[src/rtl/instruction_encoder.sv]
// RV32I field-bundle to instruction-word encoder with a small output FIFO.
// Define INSTR_ENCODER_RANGE_CHECK_EN to also flag immediates the format cannot represent.
module instruction_encoder #(
   parameter int unsigned FIFO_DEPTH = 2
) (
   input  logic        clock,
   input  logic        reset,
   input  logic        in_valid,
   output logic        in_ready,
   input  logic [6:0]  opcode,
   input  logic [4:0]  rd,
   input  logic [2:0]  funct3,
   input  logic [4:0]  rs1_address,
   input  logic [4:0]  rs2_address,
   input  logic [6:0]  funct7,
   input  logic [31:0] immediate,
   output logic        out_valid,
   input  logic        out_ready,
   output logic [31:0] instruction,
   output logic        out_error,
   output logic [7:0]  error_count
);

   localparam int unsigned PTR_W = $clog2(FIFO_DEPTH);
   localparam int unsigned CNT_W = PTR_W + 1;

   typedef enum logic [2:0] {
      FMT_U, FMT_J, FMT_I, FMT_S, FMT_B, FMT_R, FMT_BAD
   } fmt_e;

   fmt_e        fmt_c;
   logic        range_err_c;
   logic        enc_err_c;
   logic [31:0] enc_word_c;

   logic [31:0]      word_q [FIFO_DEPTH];
   logic             err_q  [FIFO_DEPTH];
   logic [PTR_W-1:0] wr_ptr_q, rd_ptr_q;
   logic [CNT_W-1:0] count_q, count_d;
   logic [7:0]       err_cnt_q;
   logic             push, pop;

   // Format select; anything outside the supported opcode set is an error entry
   always_comb begin
      fmt_c = FMT_BAD;
      if (opcode[1:0] == 2'b11) begin
         unique case (opcode[6:2])
            5'b01101, 5'b00101:          fmt_c = FMT_U;
            5'b11011:                    fmt_c = FMT_J;
            5'b11001, 5'b00000, 5'b00100: fmt_c = FMT_I;
            5'b01000:                    fmt_c = FMT_S;
            5'b11000:                    fmt_c = FMT_B;
            5'b01100:                    fmt_c = FMT_R;
            default:                     fmt_c = FMT_BAD;
         endcase
      end
   end

`ifdef INSTR_ENCODER_RANGE_CHECK_EN
   // Immediate must survive the round trip through the format's bit fields
   always_comb begin
      range_err_c = 1'b0;
      unique case (fmt_c)
         FMT_I, FMT_S: range_err_c = !((&immediate[31:11]) || !(|immediate[31:11]));
         FMT_B:        range_err_c = !((&immediate[31:12]) || !(|immediate[31:12])) || immediate[0];
         FMT_J:        range_err_c = !((&immediate[31:20]) || !(|immediate[31:20])) || immediate[0];
         FMT_U:        range_err_c = |immediate[11:0];
         default:      range_err_c = 1'b0;
      endcase
   end
`else
   assign range_err_c = 1'b0;
`endif

   assign enc_err_c = (fmt_c == FMT_BAD) || range_err_c;

   always_comb begin
      enc_word_c = 32'h0;
      unique case (fmt_c)
         FMT_U: enc_word_c = {immediate[31:12], rd, opcode};
         FMT_J: enc_word_c = {immediate[20], immediate[10:1], immediate[11],
                              immediate[19:12], rd, opcode};
         FMT_I: enc_word_c = {immediate[11:0], rs1_address, funct3, rd, opcode};
         FMT_S: enc_word_c = {immediate[11:5], rs2_address, rs1_address, funct3,
                              immediate[4:0], opcode};
         FMT_B: enc_word_c = {immediate[12], immediate[10:5], rs2_address, rs1_address,
                              funct3, immediate[4:1], immediate[11], opcode};
         FMT_R: enc_word_c = {funct7, rs2_address, rs1_address, funct3, rd, opcode};
         default: enc_word_c = 32'h0;
      endcase
      if (enc_err_c) enc_word_c = 32'h0;
   end

   assign in_ready    = (count_q != CNT_W'(FIFO_DEPTH));
   assign out_valid   = (count_q != '0);
   assign push        = in_valid && in_ready;
   assign pop         = out_valid && out_ready;
   assign instruction = out_valid ? word_q[rd_ptr_q] : 32'h0;
   assign out_error   = out_valid ? err_q[rd_ptr_q] : 1'b0;
   assign error_count = err_cnt_q;

   always_comb begin
      count_d = count_q;
      unique case ({push, pop})
         2'b10:   count_d = count_q + CNT_W'(1);
         2'b01:   count_d = count_q - CNT_W'(1);
         default: count_d = count_q;
      endcase
   end

   always_ff @(posedge clock or posedge reset) begin
      if (reset) begin
         wr_ptr_q  <= '0;
         rd_ptr_q  <= '0;
         count_q   <= '0;
         err_cnt_q <= 8'h0;
         for (int i = 0; i < int'(FIFO_DEPTH); i++) begin
            word_q[i] <= 32'h0;
            err_q[i]  <= 1'b0;
         end
      end else begin
         if (push) begin
            word_q[wr_ptr_q] <= enc_word_c;
            err_q[wr_ptr_q]  <= enc_err_c;
            wr_ptr_q         <= wr_ptr_q + PTR_W'(1);
            if (enc_err_c && (err_cnt_q != 8'hFF)) err_cnt_q <= err_cnt_q + 8'd1;
         end
         if (pop) rd_ptr_q <= rd_ptr_q + PTR_W'(1);
         count_q <= count_d;
      end
   end

endmodule
[config.mk]
export PLATFORM = sky130hd
export DESIGN_NAME = instruction_encoder
export DESIGN_NICKNAME = d
export VERILOG_FILES = /design/src/rtl/instruction_encoder.sv
export SDC_FILE = /design/constraint.sdc
export NUM_CORES = 1
export LEC_CHECK = 0
export CORE_ASPECT_RATIO = 1.75
export CORE_UTILIZATION = 53
export DETAILED_ROUTE_END_ITERATION = 7
export PLACE_DENSITY_LB_ADDON = 0.2
export SLEW_MARGIN = 15
export SYNTH_ARGS = -nofsm -noshare
export SYNTH_HDL_FRONTEND = slang
export SYNTH_SLANG_ARGS = --single-unit
[constraint.sdc]
create_clock -name clock -period 6.3 [get_ports clock]
set_input_delay 0.945 -clock clock [delete_from_list [all_inputs] [get_ports clock]]
set_output_delay 0.945 -clock clock [all_outputs]
set_load 0.05 [all_outputs]
==> out/metrics.yaml <==
placement:
  numPortBuffers: 110
  place.gp.congestion: 0.930
  post-dp-hpwl_um: 8050
critical_path:
  r2r_start: "count_q[1]"
  arrival_ns: 2.74
  cp.required_ns: 5.35
  start_kind: "register"
  worstSetupPathType: "register to primary output"
  endpoint_kind: "primary output"
  r2r_cells: 5
  rr_endpoint: "word_q[23]"
  path_max_fanout: 34
  r2r_slack_ns: 3.75
logic_synthesis:
  netlist_instances: 446
  yosys-top-cells-count: "dfrtp_1 (78), nand2_1 (70), nor2_1 (47), mux2i_1 (35), o21ai_1 (28)"
  netlist.area_leader.share_pct: 45.7
  yosys_warnings: 0
  ys_seq_elements: 78
  synth_area_sq_mm: 0.00427
  yosysSeqAreaShare_pct: 45.7
  yosys-top-cells-area: "dfrtp_1 (46%), mux2i_1 (8.2%), nand2_1 (6.2%)"
  syn_nets: 519
  yosysMostFrequentCell: "dfrtp_1"
  synth-edff-count: 0
  ys_dominant_reg_cell: "dfrtp_1"
  synth.distinct_cells: 51
  yosysTopAreaCell: "dfrtp_1"
  postSynth.asyncResetShare_pct: 100
  avgSynthCellArea_sq_um: 9.57
drt:
  routed_wirelength_um: 11600
  dr.pass1.iters: 6
  ant_nets: 0
  routed_via_density: 6.05
  first_iter_violations: 299
  num_vias: 3889
  drc: 0
  drt-wirelength-per-cell_um: 18.0
sta:
  fin_crit_sh_pct: 58.4
  min_period_ns: 3.68
  slew_viol_final: 0
  rsz0062_at_grt: "false"
  finalHoldViolations: 0
  setup_viol: 0
  clock-skew-final_ns: 0.00527
  slew_headroom_pct: 28.0
  worst_pin_slew_ns: 1.08
  tns_ns: 0
  max_freq_ghz: 0.272
min_path:
  hold_path_depth: 2
  min_delay_worst_endpoint: "word_q[0]"
  worstHoldStart: "word_q[0]"
  hold_path_class: "register to register"
cells_and_area:
  fill_cells: 602
  syn_to_final_growth_pct: 34.7
  drive_above_1_share_pct: 7.78
  final_nets: 621
  num_antenna_cells: 0
  postLayoutCoreUtil_pct: 73.2
floorplanning:
  core_area_sq_mm: 0.00786
  floorplan.die_area_sq_mm: 0.00843
  rows: 43
  fp.dieW_um: 69.8
  die_h_um: 121
  start_util_pct: 54.3
  io_pins: 111
power_and_ir_drop:
  peakVddDrop_v: 0.000303
  leakage_nw: 2.56
  powerDensity_mw_per_mm2: 418
global_route:
  antenna_found_initial: 0
  grt.total_usage_pct: 28.4
  grt_pass1_vias: 3921
  grt_max_degree: 79
  grt_overflow_total: 0
  grt_pass1_wl_um: 18700
clock_tree:
  cts_root_buffer: "clkbuf_16"
  path_clk_slew_ns: 0.06
  cts_resized: 0
  cts_buffers: 9
  cts_max_level: 3
  cts_max_path_buffers: 2
  cts.sinks: 78
  cts_hold_buf: 0
  clock_latency_ns: 0.34
  cts_setup_buffers: 0
  cts_tree: "built"
outcome:
  run_status: "complete, no violations"
run:
  timing.max_cap.violations: 0
## through the flow
| step | hold slack, ns | instances | total power (W) | setup slack, ns | instance area, sq um |
|---|---|---|---|---|---|
| 3_5_place_dp | 0.464 | 627 | 0.00183 | 2.92 | 5420 |
| 5_1_grt | 0.495 | 643 | 0.00252 | 2.52 | 5750 |
| 2_1_floorplan | 0.446 | 446 | 0.00148 | 3.36 | 4270 |
| 3_3_place_gp | 0.458 | 627 | 0.00180 | 2.97 | 5420 |
| 4_1_cts | 0.478 | 643 | 0.00242 | 2.61 | 5750 |
| 6_report | 0.477 | 643 | 0.00240 | 2.62 | 5750 |
## area by class of cell
type	instances	area, sq um	area share (%)
clock buffers	12	236	4.11
clock inverters	4	95.1	1.65
inverters	6	22.5	0.392
multi-input cells	339	2200	38.2
flip-flops and latches	78	1950	34.0
well taps	90	113	1.96
repair buffers	114	1130	19.7
## kinds of logic (layout without fill, tap and decap cells)
kind of cell | Yosys count | count (layout) | share of synthesized area, %
adders and majority gates | 5 | 5 | 1.47
buffers and inverters | 29 | 136 | 3.08
AOI/OAI and AO/OA | 124 | 124 | 20.9
xor gates and xnor gates | 13 | 13 | 2.84
DFF | 78 | 78 | 45.7
and+or+nand+nor | 159 | 159 | 17.0
muxes | 38 | 38 | 9.00
## critical path: stages, from the launching register on
cell             delay [ns]
dfrtp_2                1.06
mux2i_1                0.29
nor2_1                 0.18
clkdlybuf4s50_1        0.84
## layer usage
layer	part of all wire [%]	vias up	track usage, %	routed length [um]
li1	-	1801	-	-
met1	37	1888	31.4	4320
met2	53	167	51.1	6150
met3	5.6	33	5.25	649
met4	3.8	0	14.5	440
met5	0	-	0	0
## flip-flops by register name, summed over array words and instances (netlist names)
| name | cells |
|---|---|
| err_q | 2 |
| rd_ptr_q | 1 |
| wr_ptr_q | 1 |
| error_count | 8 |
| word_q | 64 |
| count_q | 2 |
## placed cells by master (no fill, tap or decap), types with 3 or more instances in the layout
cell type,instances
and3_1,5
xor2_1,3
dfrtp_1,77
nor3_1,8
clkbuf_16,9
nand2b_1,4
nor2_1,46
xnor2_1,9
buf_4,4
nand4_1,4
a22o_1,8
inv_1,4
bufinv_16,3
mux2i_1,35
nand3_1,4
ha_1,5
a21o_1,8
nand2_1,70
a221o_1,9
a222oi_1,6
clkbuf_1,3
a22oi_1,23
o21ai_0,15
clkdlybuf4s50_1,110
o21ai_1,28
a21oi_1,12
## worst max path at each step
stage | startpoint | to | slack, ns | cells after the start
after global routing | rd_ptr_q | instruction[10] | 2.52 | 3
final | rd_ptr_q | instruction[10] | 2.62 | 3
after detailed placement | opcode[2] | word_q[62] | 2.92 | 9
after floorplan | reset | count_q[0] | 3.36 | 1
after CTS | rd_ptr_q | instruction[10] | 2.61 | 3
after global placement | opcode[3] | word_q[62] | 2.97 | 9
## report_power, final
| part | switching (W) | internal (W) | total, W | leakage (nW) |
|---|---|---|---|---|
| Clock | 0.000192 | 0.000387 | 0.000579 | 0.161 |
| Sequential | 0.000150 | 0.000630 | 0.000780 | 1.04 |
| Combinational | 0.000651 | 0.000395 | 0.00105 | 1.36 |
| Total | 0.000993 | 0.00141 | 0.00240 | 2.56 |
Power figures use the tool's default switching activity.
